===== config.mk =====
export PLATFORM = sky130hd
export DESIGN_NAME = ttt_auto_player
export DESIGN_NICKNAME = d
export VERILOG_FILES = /design/src/rtl/ttt_pkg.sv /design/src/rtl/ttt_move_picker.sv /design/src/rtl/ttt_auto_player.sv
export SDC_FILE = /design/constraint.sdc
export NUM_CORES = 1
export LEC_CHECK = 0
export BUFFER_PORTS_ARGS = -buffer_cell sky130_fd_sc_hd__buf_4
export CAP_MARGIN = 10
export CORE_MARGIN = 8
export CORE_UTILIZATION = 54
export CTS_CLUSTER_SIZE = 25
export DETAILED_ROUTE_END_ITERATION = 8
export PLACE_DENSITY = 0.78
export SLEW_MARGIN = 10
export SYNTH_ARGS = -nofsm -noshare
export SYNTH_HDL_FRONTEND = slang
export SYNTH_SLANG_ARGS = --single-unit

===== constraint.sdc =====
create_clock -name clk -period 5.8 [get_ports clk]
set_clock_uncertainty 0.1 [all_clocks]
set_input_delay 1.16 -clock clk [delete_from_list [all_inputs] [get_ports clk]]
set_output_delay 1.16 -clock clk [all_outputs]
set_load 0.05 [all_outputs]

===== src/rtl/ttt_pkg.sv =====
// Shared definitions for the tic-tac-toe auto player: cell encodings,
// winning-line table, cell groups, FSM states and small board helpers.
// Optional feature macro: TTT_AUTO_LFSR_EN (random tie-break, see ttt_move_picker).
package ttt_pkg;

  localparam logic [1:0] CELL_EMPTY = 2'b00;
  localparam logic [1:0] CELL_P1    = 2'b01;
  localparam logic [1:0] CELL_P2    = 2'b10;

  // Every three-in-a-row line as cell indices (a=0 .. i=8).
  localparam int LINES [8][3] = '{
    '{0, 1, 2}, '{3, 4, 5}, '{6, 7, 8},
    '{0, 3, 6}, '{1, 4, 7}, '{2, 5, 8},
    '{0, 4, 8}, '{2, 4, 6}
  };

  localparam int CENTRE      = 4;
  localparam int CORNERS [4] = '{0, 2, 6, 8};
  localparam int EDGES   [4] = '{1, 3, 5, 7};

  // Same cell groups as bit masks, bit n = cell n.
  localparam logic [8:0] CORNER_MASK = 9'b1_0100_0101;
  localparam logic [8:0] EDGE_MASK   = 9'b0_1010_1010;

  localparam logic [7:0] LFSR_SEED = 8'hA5;

  typedef enum logic [2:0] {
    IDLE     = 3'd0,
    THINK    = 3'd1,
    PRESS    = 3'd2,
    RELEASE  = 3'd3,
    WAIT_ACK = 3'd4
  } state_t;

  // True when at least one cell of a compact board (2 bits per cell) is empty.
  function automatic logic any_empty(input logic [17:0] board);
    logic r;
    r = 1'b0;
    for (int c = 0; c < 9; c++) begin
      if (board[2*c +: 2] == CELL_EMPTY) r = 1'b1;
    end
    return r;
  endfunction

  // Index of the sel-th (0-based, ascending) set bit of m; 0 if there is none.
  function automatic logic [3:0] pick_nth(input logic [8:0] m, input int unsigned sel);
    int unsigned k;
    logic [3:0] r;
    k = 0;
    r = 4'd0;
    for (int c = 0; c < 9; c++) begin
      if (m[c]) begin
        if (k == sel) r = 4'(c);
        k++;
      end
    end
    return r;
  endfunction

endpackage


===== src/rtl/ttt_move_picker.sv =====
// Combinational move choice for player 2 on a compact board (2 bits per cell).
// Priority: win, block, centre, corners, edges. Ties go to the lowest index
// unless TTT_AUTO_LFSR_EN is defined, in which case corner/edge ties are
// broken by lfsr[1:0] modulo the number of candidates.
module ttt_move_picker
  import ttt_pkg::*;
(
  input  logic [17:0] board,
`ifdef TTT_AUTO_LFSR_EN
  input  logic [7:0]  lfsr,
`endif
  output logic [3:0]  idx,
  output logic        none
);

  logic [8:0] empty;
  logic [8:0] p1;
  logic [8:0] p2;
  logic [8:0] win;
  logic [8:0] blk;
  logic [8:0] corner_c;
  logic [8:0] edge_c;
  int unsigned corner_sel;
  int unsigned edge_sel;

  // Split the board into per-player occupancy masks; 2'b11 is occupied but owned by nobody.
  always_comb begin
    empty = '0;
    p1    = '0;
    p2    = '0;
    for (int c = 0; c < 9; c++) begin
      empty[c] = (board[2*c +: 2] == CELL_EMPTY);
      p1[c]    = (board[2*c +: 2] == CELL_P1);
      p2[c]    = (board[2*c +: 2] == CELL_P2);
    end
  end

  // Mark empty cells that would complete a P2 line (win) or a P1 line (block).
  always_comb begin
    win = '0;
    blk = '0;
    for (int l = 0; l < 8; l++) begin
      for (int k = 0; k < 3; k++) begin
        if (empty[LINES[l][k]] && p2[LINES[l][(k+1)%3]] && p2[LINES[l][(k+2)%3]])
          win[LINES[l][k]] = 1'b1;
        if (empty[LINES[l][k]] && p1[LINES[l][(k+1)%3]] && p1[LINES[l][(k+2)%3]])
          blk[LINES[l][k]] = 1'b1;
      end
    end
  end

  assign corner_c = empty & CORNER_MASK;
  assign edge_c   = empty & EDGE_MASK;

`ifdef TTT_AUTO_LFSR_EN
  // Random position within the corner/edge tiers.
  always_comb begin
    corner_sel = 0;
    edge_sel   = 0;
    if ($countones(corner_c) != 0)
      corner_sel = int'(lfsr[1:0]) % $countones(corner_c);
    if ($countones(edge_c) != 0)
      edge_sel = int'(lfsr[1:0]) % $countones(edge_c);
  end
`else
  assign corner_sel = 0;
  assign edge_sel   = 0;
`endif

  // Walk the tiers in priority order; the first non-empty tier supplies the move.
  always_comb begin
    idx  = 4'd0;
    none = 1'b0;
    if (|win)                 idx = pick_nth(win, 0);
    else if (|blk)            idx = pick_nth(blk, 0);
    else if (empty[CENTRE])   idx = 4'(CENTRE);
    else if (|corner_c)       idx = pick_nth(corner_c, corner_sel);
    else if (|edge_c)         idx = pick_nth(edge_c, edge_sel);
    else                      none = 1'b1;
  end

endmodule


===== src/rtl/ttt_auto_player.sv =====
// Automated player-2 opponent for the tic_tac_toe core. Waits for p2_turn,
// snapshots the board, thinks, presses one button for a fixed hold time,
// releases for a fixed gap and then waits for the core to hand the turn back.
// Optional feature macro: TTT_AUTO_LFSR_EN (random corner/edge tie-break).
// Handshake: a move is committed by move_valid (one cycle, first press cycle);
// the core acknowledges by dropping p2_turn, which must happen within
// TIMEOUT_CYCLES of the gap ending or the engine stalls until reset.
module ttt_auto_player
  import ttt_pkg::*;
#(
  parameter int THINK_CYCLES   = 2,
  parameter int HOLD_CYCLES    = 4,
  parameter int GAP_CYCLES     = 4,
  parameter int TIMEOUT_CYCLES = 64
) (
  input  logic        clk,
  input  logic        reset_n,
  input  logic        auto_en,
  input  logic        p1_turn,
  input  logic        p2_turn,
  input  logic        p1_win,
  input  logic        p2_win,
  input  logic        grid_full,
  input  logic [26:0] board_led,
  output logic [8:0]  btn,
  output logic        busy,
  output logic        move_valid,
  output logic [3:0]  move_idx,
  output logic        stall,
  output logic [2:0]  state_dbg
);

  localparam int MAX_A = (THINK_CYCLES > HOLD_CYCLES) ? THINK_CYCLES : HOLD_CYCLES;
  localparam int MAX_B = (GAP_CYCLES > TIMEOUT_CYCLES) ? GAP_CYCLES : TIMEOUT_CYCLES;
  localparam int MAX_P = (MAX_A > MAX_B) ? MAX_A : MAX_B;
  localparam int CNT_W = $clog2(MAX_P) + 1;

  localparam logic [CNT_W-1:0] THINK_LAST = CNT_W'(THINK_CYCLES - 1);
  localparam logic [CNT_W-1:0] HOLD_LAST  = CNT_W'(HOLD_CYCLES - 1);
  localparam logic [CNT_W-1:0] GAP_LAST   = CNT_W'(GAP_CYCLES - 1);
  localparam logic [CNT_W-1:0] TO_LAST    = CNT_W'(TIMEOUT_CYCLES - 1);

  state_t             state, state_n;
  logic [CNT_W-1:0]   cnt, cnt_n;
  logic [17:0]        board_live;
  logic [17:0]        cap, cap_n;
  logic [3:0]         idx_n;
  logic [8:0]         btn_n;
  logic               mv_n;
  logic               stall_n;
  logic [3:0]         pick_idx;
  logic               pick_none;
  logic               start;
  logic [8:0]         unused_led_bit2;
  logic               unused_inputs;

  // Drop the ignored LED bit 2 of each cell to get a 2-bit-per-cell board.
  always_comb begin
    board_live      = '0;
    unused_led_bit2 = '0;
    for (int c = 0; c < 9; c++) begin
      board_live[2*c +: 2] = board_led[3*c +: 2];
      unused_led_bit2[c]   = board_led[3*c + 2];
    end
  end

  // p1_turn is part of the core's flag bundle but does not steer the engine.
  assign unused_inputs = ^{p1_turn, unused_led_bit2};

`ifdef TTT_AUTO_LFSR_EN
  logic [7:0] lfsr;

  // Free-running Fibonacci LFSR, x^8+x^6+x^5+x^4+1.
  always_ff @(posedge clk or negedge reset_n) begin
    if (!reset_n) lfsr <= LFSR_SEED;
    else          lfsr <= {lfsr[6:0], lfsr[7] ^ lfsr[5] ^ lfsr[4] ^ lfsr[3]};
  end

  ttt_move_picker u_picker (
    .board (cap),
    .lfsr  (lfsr),
    .idx   (pick_idx),
    .none  (pick_none)
  );
`else
  ttt_move_picker u_picker (
    .board (cap),
    .idx   (pick_idx),
    .none  (pick_none)
  );
`endif

  // A stalled engine never starts another turn; only reset revives it.
  assign start = auto_en && p2_turn && !p1_win && !p2_win && !grid_full &&
                 !stall && any_empty(board_live);

  // Next-state and registered-output logic for the press sequence.
  always_comb begin
    state_n = state;
    cnt_n   = cnt;
    cap_n   = cap;
    idx_n   = move_idx;
    btn_n   = '0;
    mv_n    = 1'b0;
    stall_n = stall;
    case (state)
      IDLE: begin
        cnt_n = '0;
        if (start) begin
          state_n = THINK;
          cap_n   = board_live;
        end
      end
      THINK: begin
        if (!auto_en || p1_win || p2_win || grid_full) begin
          state_n = IDLE;
          cnt_n   = '0;
        end else if (cnt == THINK_LAST) begin
          cnt_n = '0;
          if (pick_none) begin
            state_n = IDLE;
          end else begin
            state_n = PRESS;
            idx_n   = pick_idx;
            btn_n   = 9'd1 << pick_idx;
            mv_n    = 1'b1;
          end
        end else begin
          cnt_n = cnt + 1'b1;
        end
      end
      PRESS: begin
        if (cnt == HOLD_LAST) begin
          state_n = RELEASE;
          cnt_n   = '0;
        end else begin
          cnt_n = cnt + 1'b1;
          btn_n = btn;
        end
      end
      RELEASE: begin
        if (cnt == GAP_LAST) begin
          state_n = WAIT_ACK;
          cnt_n   = '0;
        end else begin
          cnt_n = cnt + 1'b1;
        end
      end
      WAIT_ACK: begin
        if (!p2_turn) begin
          state_n = IDLE;
          cnt_n   = '0;
        end else if (cnt == TO_LAST) begin
          state_n = IDLE;
          cnt_n   = '0;
          stall_n = 1'b1;
        end else begin
          cnt_n = cnt + 1'b1;
        end
      end
      default: begin
        state_n = IDLE;
        cnt_n   = '0;
      end
    endcase
  end

  // State, counter, snapshot and output registers.
  always_ff @(posedge clk or negedge reset_n) begin
    if (!reset_n) begin
      state      <= IDLE;
      cnt        <= '0;
      cap        <= '0;
      move_idx   <= '0;
      btn        <= '0;
      move_valid <= 1'b0;
      stall      <= 1'b0;
    end else begin
      state      <= state_n;
      cnt        <= cnt_n;
      cap        <= cap_n;
      move_idx   <= idx_n;
      btn        <= btn_n;
      move_valid <= mv_n;
      stall      <= stall_n;
    end
  end

  assign busy      = (state != IDLE);
  assign state_dbg = state;

endmodule


Word level (Yosys, flattened, before mapping). Cells that the tools add are included.

Input bits: 35. Output and inout bits: 19. Word-level logic and storage cells: 442. Register bits after elaboration: 43.

Bitwise gates (word level): 2. Reductions and logical operators: 162. $add $sub $neg: 20. Equal/unequal tests: 30. Shifts and indexed selects: 1. Multiplexer cells: 220.

Operator list (number): $mux W32 (75); $logic_not A32 Y1 (23); $add A32 B1 Y32 const B (19); $mux W4 (52); $logic_and A1 B1 Y1 (102); $mux W1 (72); $logic_not A2 Y1 (18); $mux W9 (4); $mux W7 (5); $mux W3 (7); $pmux W7 S3 (1); $eq A2 B1 Y1 const B (9); $eq A2 B2 Y1 const B (9); $pmux W9 S2 (1); $reduce_or A9 Y1 (2); $pmux W3 S5 (1); $shl A1 B4 Y9 const A (1); $reduce_or A4 Y1 (2); $add A7 B1 Y7 const B (1); $eq A7 B1 Y1 const B (1); $eq A7 B2 Y1 const B (1); $eq A7 B6 Y1 const B (1); $eq A3 B2 Y1 const B (2); $ne A2 B2 Y1 const B (3); 14 further kinds (23).

Depth between registers and ports, before layout.
Word-level depth: 48. Mapped depth: 29. Depth with buffers taken out: 28.

Cells and area by module. Synthesis repeated with hierarchy kept, for this count alone.

Cells, all modules: 497. Area, all modules: 4589.4 um^2.

By module, submodules not included: ttt_move_picker (cells an instance 349, instances 1, seq. area each 0.0 um^2, area each 2636.3 um^2); ttt_auto_player (cells an instance 148, instances 1, seq. area each 1076.0 um^2, area each 1953.1 um^2).

Worst setup path after synthesis. OpenSTA, ideal clock, no wires.

Kind: register to register. Start point: reg cap[12]. End point: reg btn[0]. Path buffers: 1. Clock period less this slack: 5.589 ns. Setup time: 0.110 ns. Cell stages (with the launch flop): 28. Data required time: 5.590 ns. Arrival: 5.379 ns. Slack: 0.211 ns. Cell sequence: dfrtp_1 -> clkbuf_1 -> or2b_1 -> o32ai_1 -> o21ai_0 -> ha_1 -> xor2_1 -> ha_1 -> nand2_1 -> nand2_1 -> ha_1 -> inv_1 -> a22oi_1 -> ha_1 -> nand2_1 -> o21ai_0 -> ha_1 -> nand2_1 -> o21ai_0 -> a21o_1 -> ha_1 -> inv_1 -> a21oi_2 -> a311oi_2 -> o211a_1 -> nor3_1 -> a211o_1 -> o41ai_1.

Longest elaborated chain between the ends: 45. Elaborated cells between the ends (all ways): 189. Those cells by class: add/sub: 14; eq/ne: 2; shift: 1; mux: 121; reduce/logical: 51.

Ends and longest elaborated chain: start, declared (RTL line ttt_auto_player.sv:46) `logic [17:0] cap, cap_n;`; start signal, assigned (RTL line ttt_auto_player.sv:181) `cap <= cap_n;`; $eq A2 B1 Y1 (RTL line ttt_move_picker.sv:33) `p1[c] = (board[2*c +: 2] == CELL_P1);`; $logic_and A1 B1 Y1 (RTL line ttt_move_picker.sv:46) `if (empty[LINES[l][k]] && p1[LINES[l][(k+1)%3]] && p1[LINES[l][(k+2)%3]])`; $mux W1 (2 in a row) (RTL line ttt_move_picker.sv:46); $mux W1 (RTL line ttt_pkg.sv:52) `if (m[c]) begin`; $mux W32 (RTL line ttt_move_picker.sv:75) `else if (|blk) idx = pick_nth(blk, 0);`; $mux W32 (RTL line ttt_move_picker.sv:74) `if (|win) idx = pick_nth(win, 0);`; $add A32 B1 Y32 (RTL line ttt_pkg.sv:54) `k++;`; $mux W32 (RTL line ttt_pkg.sv:52); [28 not listed]; $mux W4 (RTL line ttt_pkg.sv:52); $mux W4 (RTL line ttt_move_picker.sv:75); $mux W4 (RTL line ttt_move_picker.sv:74); $shl A1 B4 Y9 (RTL line ttt_auto_player.sv:125) `btn_n = 9'd1 << pick_idx;`; $mux W9 * (RTL line ttt_auto_player.sv:120) `if (pick_none) begin`; $mux W9 * (RTL line ttt_auto_player.sv:118) `end else if (cnt == THINK_LAST) begin`; $mux W9 * (RTL line ttt_auto_player.sv:115) `if (!auto_en || p1_win || p2_win || grid_full) begin`; $pmux W9 S2 * (RTL line ttt_auto_player.sv:106) `case (state)`; end signal, assigned (RTL line ttt_auto_player.sv:183) `btn <= btn_n;`; end, declared (RTL line ttt_auto_player.sv:25) `output logic [8:0] btn,`.

Mark *: on every way between the ends. The rest lies on a longest branch, timed or not. The select of a mux whose other input is x is not followed. A chain may end at the register's enable or synchronous reset.

Worst setup path after layout.
Start point: reg cap[0]. End point: reg btn[1].

Longest elaborated chain between the ends: 47. Elaborated cells between the ends (all ways): 208. Those cells by class: add/sub: 16; eq/ne: 2; shift: 1; mux: 136; reduce/logical: 53.

Ends and longest elaborated chain: $logic_not A2 Y1 (RTL line ttt_move_picker.sv:32) `empty[c] = (board[2*c +: 2] == CELL_EMPTY);`; $logic_and A1 B1 Y1 (2 in a row) (RTL line ttt_move_picker.sv:46); $mux W1 (3 in a row) (RTL line ttt_move_picker.sv:46); $mux W1 (RTL line ttt_pkg.sv:52); $mux W32 (RTL line ttt_move_picker.sv:75); $mux W32 (RTL line ttt_move_picker.sv:74); $add A32 B1 Y32 (RTL line ttt_pkg.sv:54); $mux W32 (RTL line ttt_pkg.sv:52); [28 not listed]; $mux W4 (RTL line ttt_pkg.sv:52); $mux W4 (RTL line ttt_move_picker.sv:75); $mux W4 (RTL line ttt_move_picker.sv:74); $shl A1 B4 Y9 (RTL line ttt_auto_player.sv:125); $mux W9 * (RTL line ttt_auto_player.sv:120); $mux W9 * (RTL line ttt_auto_player.sv:118); $mux W9 * (RTL line ttt_auto_player.sv:115); $pmux W9 S2 * (RTL line ttt_auto_player.sv:106).

Marked as above.

==> reports/summary.log <==
INFO  clock_network  h-tree-depth=2
INFO  critical_path  regToRegSetupSlack=0.11ns
INFO  hold_path      hold_end=btn[1]
INFO  clock_network  tritoncts_clock_tree=yes
INFO  detailed_routing post_detailed_route_drc_marker_count=0
INFO  detailed_routing dr.first_iter.drc_count=313
INFO  critical_path  worst-path-max-fanout=7
INFO  timing         final_period_minus_worst_setup_slack=5.69ns
INFO  power          power.ir.vdd_worst=0.224mV
INFO  critical_path  setup.worst_path.end_class=flip-flop
INFO  critical_path  crit_type=reg2reg
INFO  power          seq_power_share=0.191
INFO  place          placement.io_buffers=43
INFO  place          finalWeightedCongestion=0.894
INFO  grt            grt_pass1_vias=4,079
INFO  detailed_routing routed_wl=12,200um
INFO  power          p_sw=0.983mW
INFO  synthesis      synth_fp_nets=592
INFO  floorplan      height_of_the_die=108um
INFO  timing         period_share=0.981
INFO  status         run_status=complete, no violations
INFO  detailed_routing final_antenna_net_count=0
INFO  timing         timing.fmax=176MHz
INFO  critical_path  critPathSlowestCell=sky130_fd_sc_hd__a221o_2
INFO  place          dpl_cell_area=5250um2
INFO  clock_network  num_cts_buffers=5
INFO  power          clk_pwr_share=0.090
INFO  critical_path  critPathRequiredTime=5.90ns
INFO  synthesis      synth-seq-area-share=0.235
INFO  power          comb_power_share=0.719
INFO  clock_network  cts_num_sinks=43
INFO  place          dp_hpwl=9270um
INFO  grt            grt_pass1_wl=18,900um
INFO  synthesis      synthesis.area=4580um2
INFO  timing         grt_setup_unrepaired=true
INFO  floorplan      fp.dieArea=11,700um2
INFO  place          pre_cts_slack=-0.181ns
INFO  synthesis      async_flop_share=1.00
INFO  timing         slew_viol_final=0
INFO  floorplan      num_rows=33
INFO  timing         max-slew-margin-rel=0.324
INFO  critical_path  path_common_cell=sky130_fd_sc_hd__ha_1
INFO  floorplan      die_w=108um
INFO  cells_and_area layout.cells.most_common=sky130_fd_sc_hd__buf_4
INFO  critical_path  worst_r2r_path_depth=26
INFO  grt            groute.usage.overall=0.195
INFO  power          powerDensity=365nW/um2
INFO  cells_and_area nNetsFinal=677
INFO  synthesis      synth_compound_gate_area_share=0.212
INFO  synthesis      syn_inst=520
INFO  synthesis      synth.mux.area_fraction=0.0585
INFO  cells_and_area drive_above_1_share=0.356
INFO  timing         tightestPinTransition=1.01ns
INFO  synthesis      synth_top_family_by_area=simple AND/OR/NAND/NOR gates
INFO  grt            grt.overflow.total=0
INFO  clock_network  clk_pin_slew=0.08ns
INFO  clock_network  max-clock-path-buffers=2
INFO  clock_network  clock_insertion_delay_worst_skew=0.30ns
INFO  timing         setup_ws=0.108ns
INFO  power          p_leak=2.57nW
INFO  cells_and_area final_cell_mix=sky130_fd_sc_hd__buf_4, sky130_fd_sc_hd__nand2_1, sky130_fd_sc_hd__nor2_1
INFO  critical_path  critPathLaunchType=flip-flop
INFO  power          internal_power_contribution=1.08mW
INFO  synthesis      post_synth_fa_ha_maj_area_fraction=0.101
INFO  critical_path  worst-endpoint-arrival=5.79ns
INFO  detailed_routing vias=4,365
INFO  flow_run       maxCapViolations=0
INFO  cells_and_area diodes=0
INFO  detailed_routing drtPass1Iterations=6
INFO  synthesis      ys_types=93
INFO  grt            grt_antenna_before_repair=0
INFO  critical_path  r2r_end=btn[1]
INFO  critical_path  crit-reg2reg-launch=cap[0]
INFO  cells_and_area final.fill_count=627
INFO  synthesis      post_synth_and_or_nand_nor_area_fraction=0.271
INFO  timing         hold_viol=0
INFO  floorplan      core_region_area=8220um2
INFO  clock_network  ctsHoldBuffers=0
INFO  detailed_routing vias_per_cell=6.14
INFO  cells_and_area final_design_area_no_fill=5670um2
INFO  synthesis      synth_flop_cell=sky130_fd_sc_hd__dfrtp_1
INFO  floorplan      start_util=0.557
INFO  hold_path      hold_path_startpoint=btn[1]
INFO  synthesis      yosys.area_share.xor_xnor=0.0768
INFO  critical_path  delay_of_the_slowest_cell_on_the_worst_path=0.54ns
INFO  critical_path  worstPathBufferInverterCount=1
INFO  power          power_switching_share=0.476
INFO  synthesis      postSynthAreaPerCell=8.81um2
INFO  synthesis      edff_count_synth=0
INFO  timing         setup_viol=0
INFO  floorplan      design.portCount=54
INFO  hold_path      hold-path-cell-count=2
INFO  hold_path      timing.hold.worst.class=reg2reg
INFO  synthesis      synthesis.yosys.warnings=0
INFO  cells_and_area synthToLayoutAreaGrowth=23.8%
INFO  clock_network  root_buffer=sky130_fd_sc_hd__clkbuf_8
INFO  detailed_routing routedWlPerCell=17.1um
INFO  synthesis      postSynthRegisterBits=43
INFO  critical_path  critical_path.top_delay_family=adder cells
INFO  grt            grt_start_max_net_pins=44
==> registers in the layout, summed over array words and instances, names as in the netlist <==
name,count
move_valid,1
state_dbg,3
btn,9
move_idx,4
cap,18
stall,1
cnt,7
==> per-layer routing <==
metal	wire [um]	global-route usage
met3	591	0.0345
met4	255	0.0555
met5	0	0
met1	5220	0.246
met2	6100	0.333
==> power groups by stage <==
| stage | combinational (mW) | clock (mW) | sequential [mW] |
|---|---|---|---|
| final | 1.49 | 0.187 | 0.394 |
| after global routing | 1.61 | 0.203 | 0.400 |
| after CTS | 1.32 | 0.190 | 0.388 |
| after detailed placement | 1.30 | 0 | 0.394 |
| after global placement | 1.25 | 0 | 0.391 |
| after floorplan | 0.917 | 0 | 0.389 |
==> kinds of logic after synthesis <==
family / count (synthesis)
flip-flops: 43
AO/OA/AOI/OAI: 131
multiplexers: 24
XOR/XNOR: 28
adder cells (fa/ha/maj): 37
buffers and inverters: 51
AND/OR/NAND/NOR: 206
==> metrics by stage <==
stage	instances	hold WS, ns	setup TNS, ns	total power [mW]	utilization
CTS	700	0.389	0	1.89	0.651
finish	711	0.386	0	2.07	0.690
floorplan	520	0.361	0	1.31	-
detailed placement	691	0.370	-0.835	1.69	0.639
global placement	691	0.366	0	1.64	0.639
global route	711	0.417	-0.200	2.22	0.690
==> repair_timing <==
action | 4_1_cts | 5_1_grt
resized for setup | 3 | 53
setup endpoints to repair | 11 | 13
pin swaps | 0 | 25
buffers inserted | 1 | 11
==> synthesized netlist by cell type, types with 4 or more instances <==
cell type                  count  share of area
sky130_fd_sc_hd__mux2i_1       5          0.011
sky130_fd_sc_hd__and3_1        4         0.0055
sky130_fd_sc_hd__nor4bb_1      9          0.020
sky130_fd_sc_hd__nand2_1      49          0.040
sky130_fd_sc_hd__o211ai_1      6         0.0098
sky130_fd_sc_hd__xor2_1        7          0.013
sky130_fd_sc_hd__and4bb_2     15          0.041
sky130_fd_sc_hd__nor3_1        6         0.0066
sky130_fd_sc_hd__and2_1        5         0.0068
sky130_fd_sc_hd__nor4_1        6         0.0082
sky130_fd_sc_hd__o22ai_1      11          0.015
sky130_fd_sc_hd__o21a_1        9          0.015
sky130_fd_sc_hd__clkbuf_1     13          0.011
sky130_fd_sc_hd__dfrtp_1      43           0.23
sky130_fd_sc_hd__o31ai_1       5         0.0082
sky130_fd_sc_hd__o41ai_1       4         0.0076
sky130_fd_sc_hd__inv_1        31          0.025
sky130_fd_sc_hd__xnor2_1      13          0.025
sky130_fd_sc_hd__a21oi_1      20          0.022
sky130_fd_sc_hd__nand2b_1     16          0.022
sky130_fd_sc_hd__mux2_2       18          0.044
sky130_fd_sc_hd__a31oi_1       6         0.0082
sky130_fd_sc_hd__a211oi_1      4         0.0066
sky130_fd_sc_hd__nor2_1       47          0.039
sky130_fd_sc_hd__o21ai_0      24          0.026
sky130_fd_sc_hd__nand3_1      11          0.012
sky130_fd_sc_hd__ha_1         37           0.10
==> worst max path at each step <==
stage             from      to  depth (start not counted)
2_1_floorplan  cap[12]  btn[0]                         27
3_3_place_gp   cap[13]  btn[1]                         26
3_5_place_dp   cap[13]  btn[1]                         26
4_1_cts         cap[0]  btn[1]                         26
5_1_grt         cap[8]  btn[1]                         26
6_report        cap[0]  btn[1]                         26
==> final cells by class <==
type / instances / area (um2) / share of cell area
well taps: 105 / 131 / 0.0232
flip-flops and latches: 43 / 1080 / 0.191
multi-input cells: 426 / 3520 / 0.621
inverters: 34 / 128 / 0.0225
clock inverters: 2 / 12.5 / 0.00221
clock buffers: 6 / 72.6 / 0.0128
repair buffers: 95 / 721 / 0.127
==> tightest hold or removal path, delay by kind of cell, from the launching register on <==
| kind | cells | cell delay, ns |
|---|---|---|
| flops | 1 | 0.35 |
| simple gates | 1 | 0.06 |
| compound gates | 1 | 0.05 |
(Power assumes the default switching activity.)
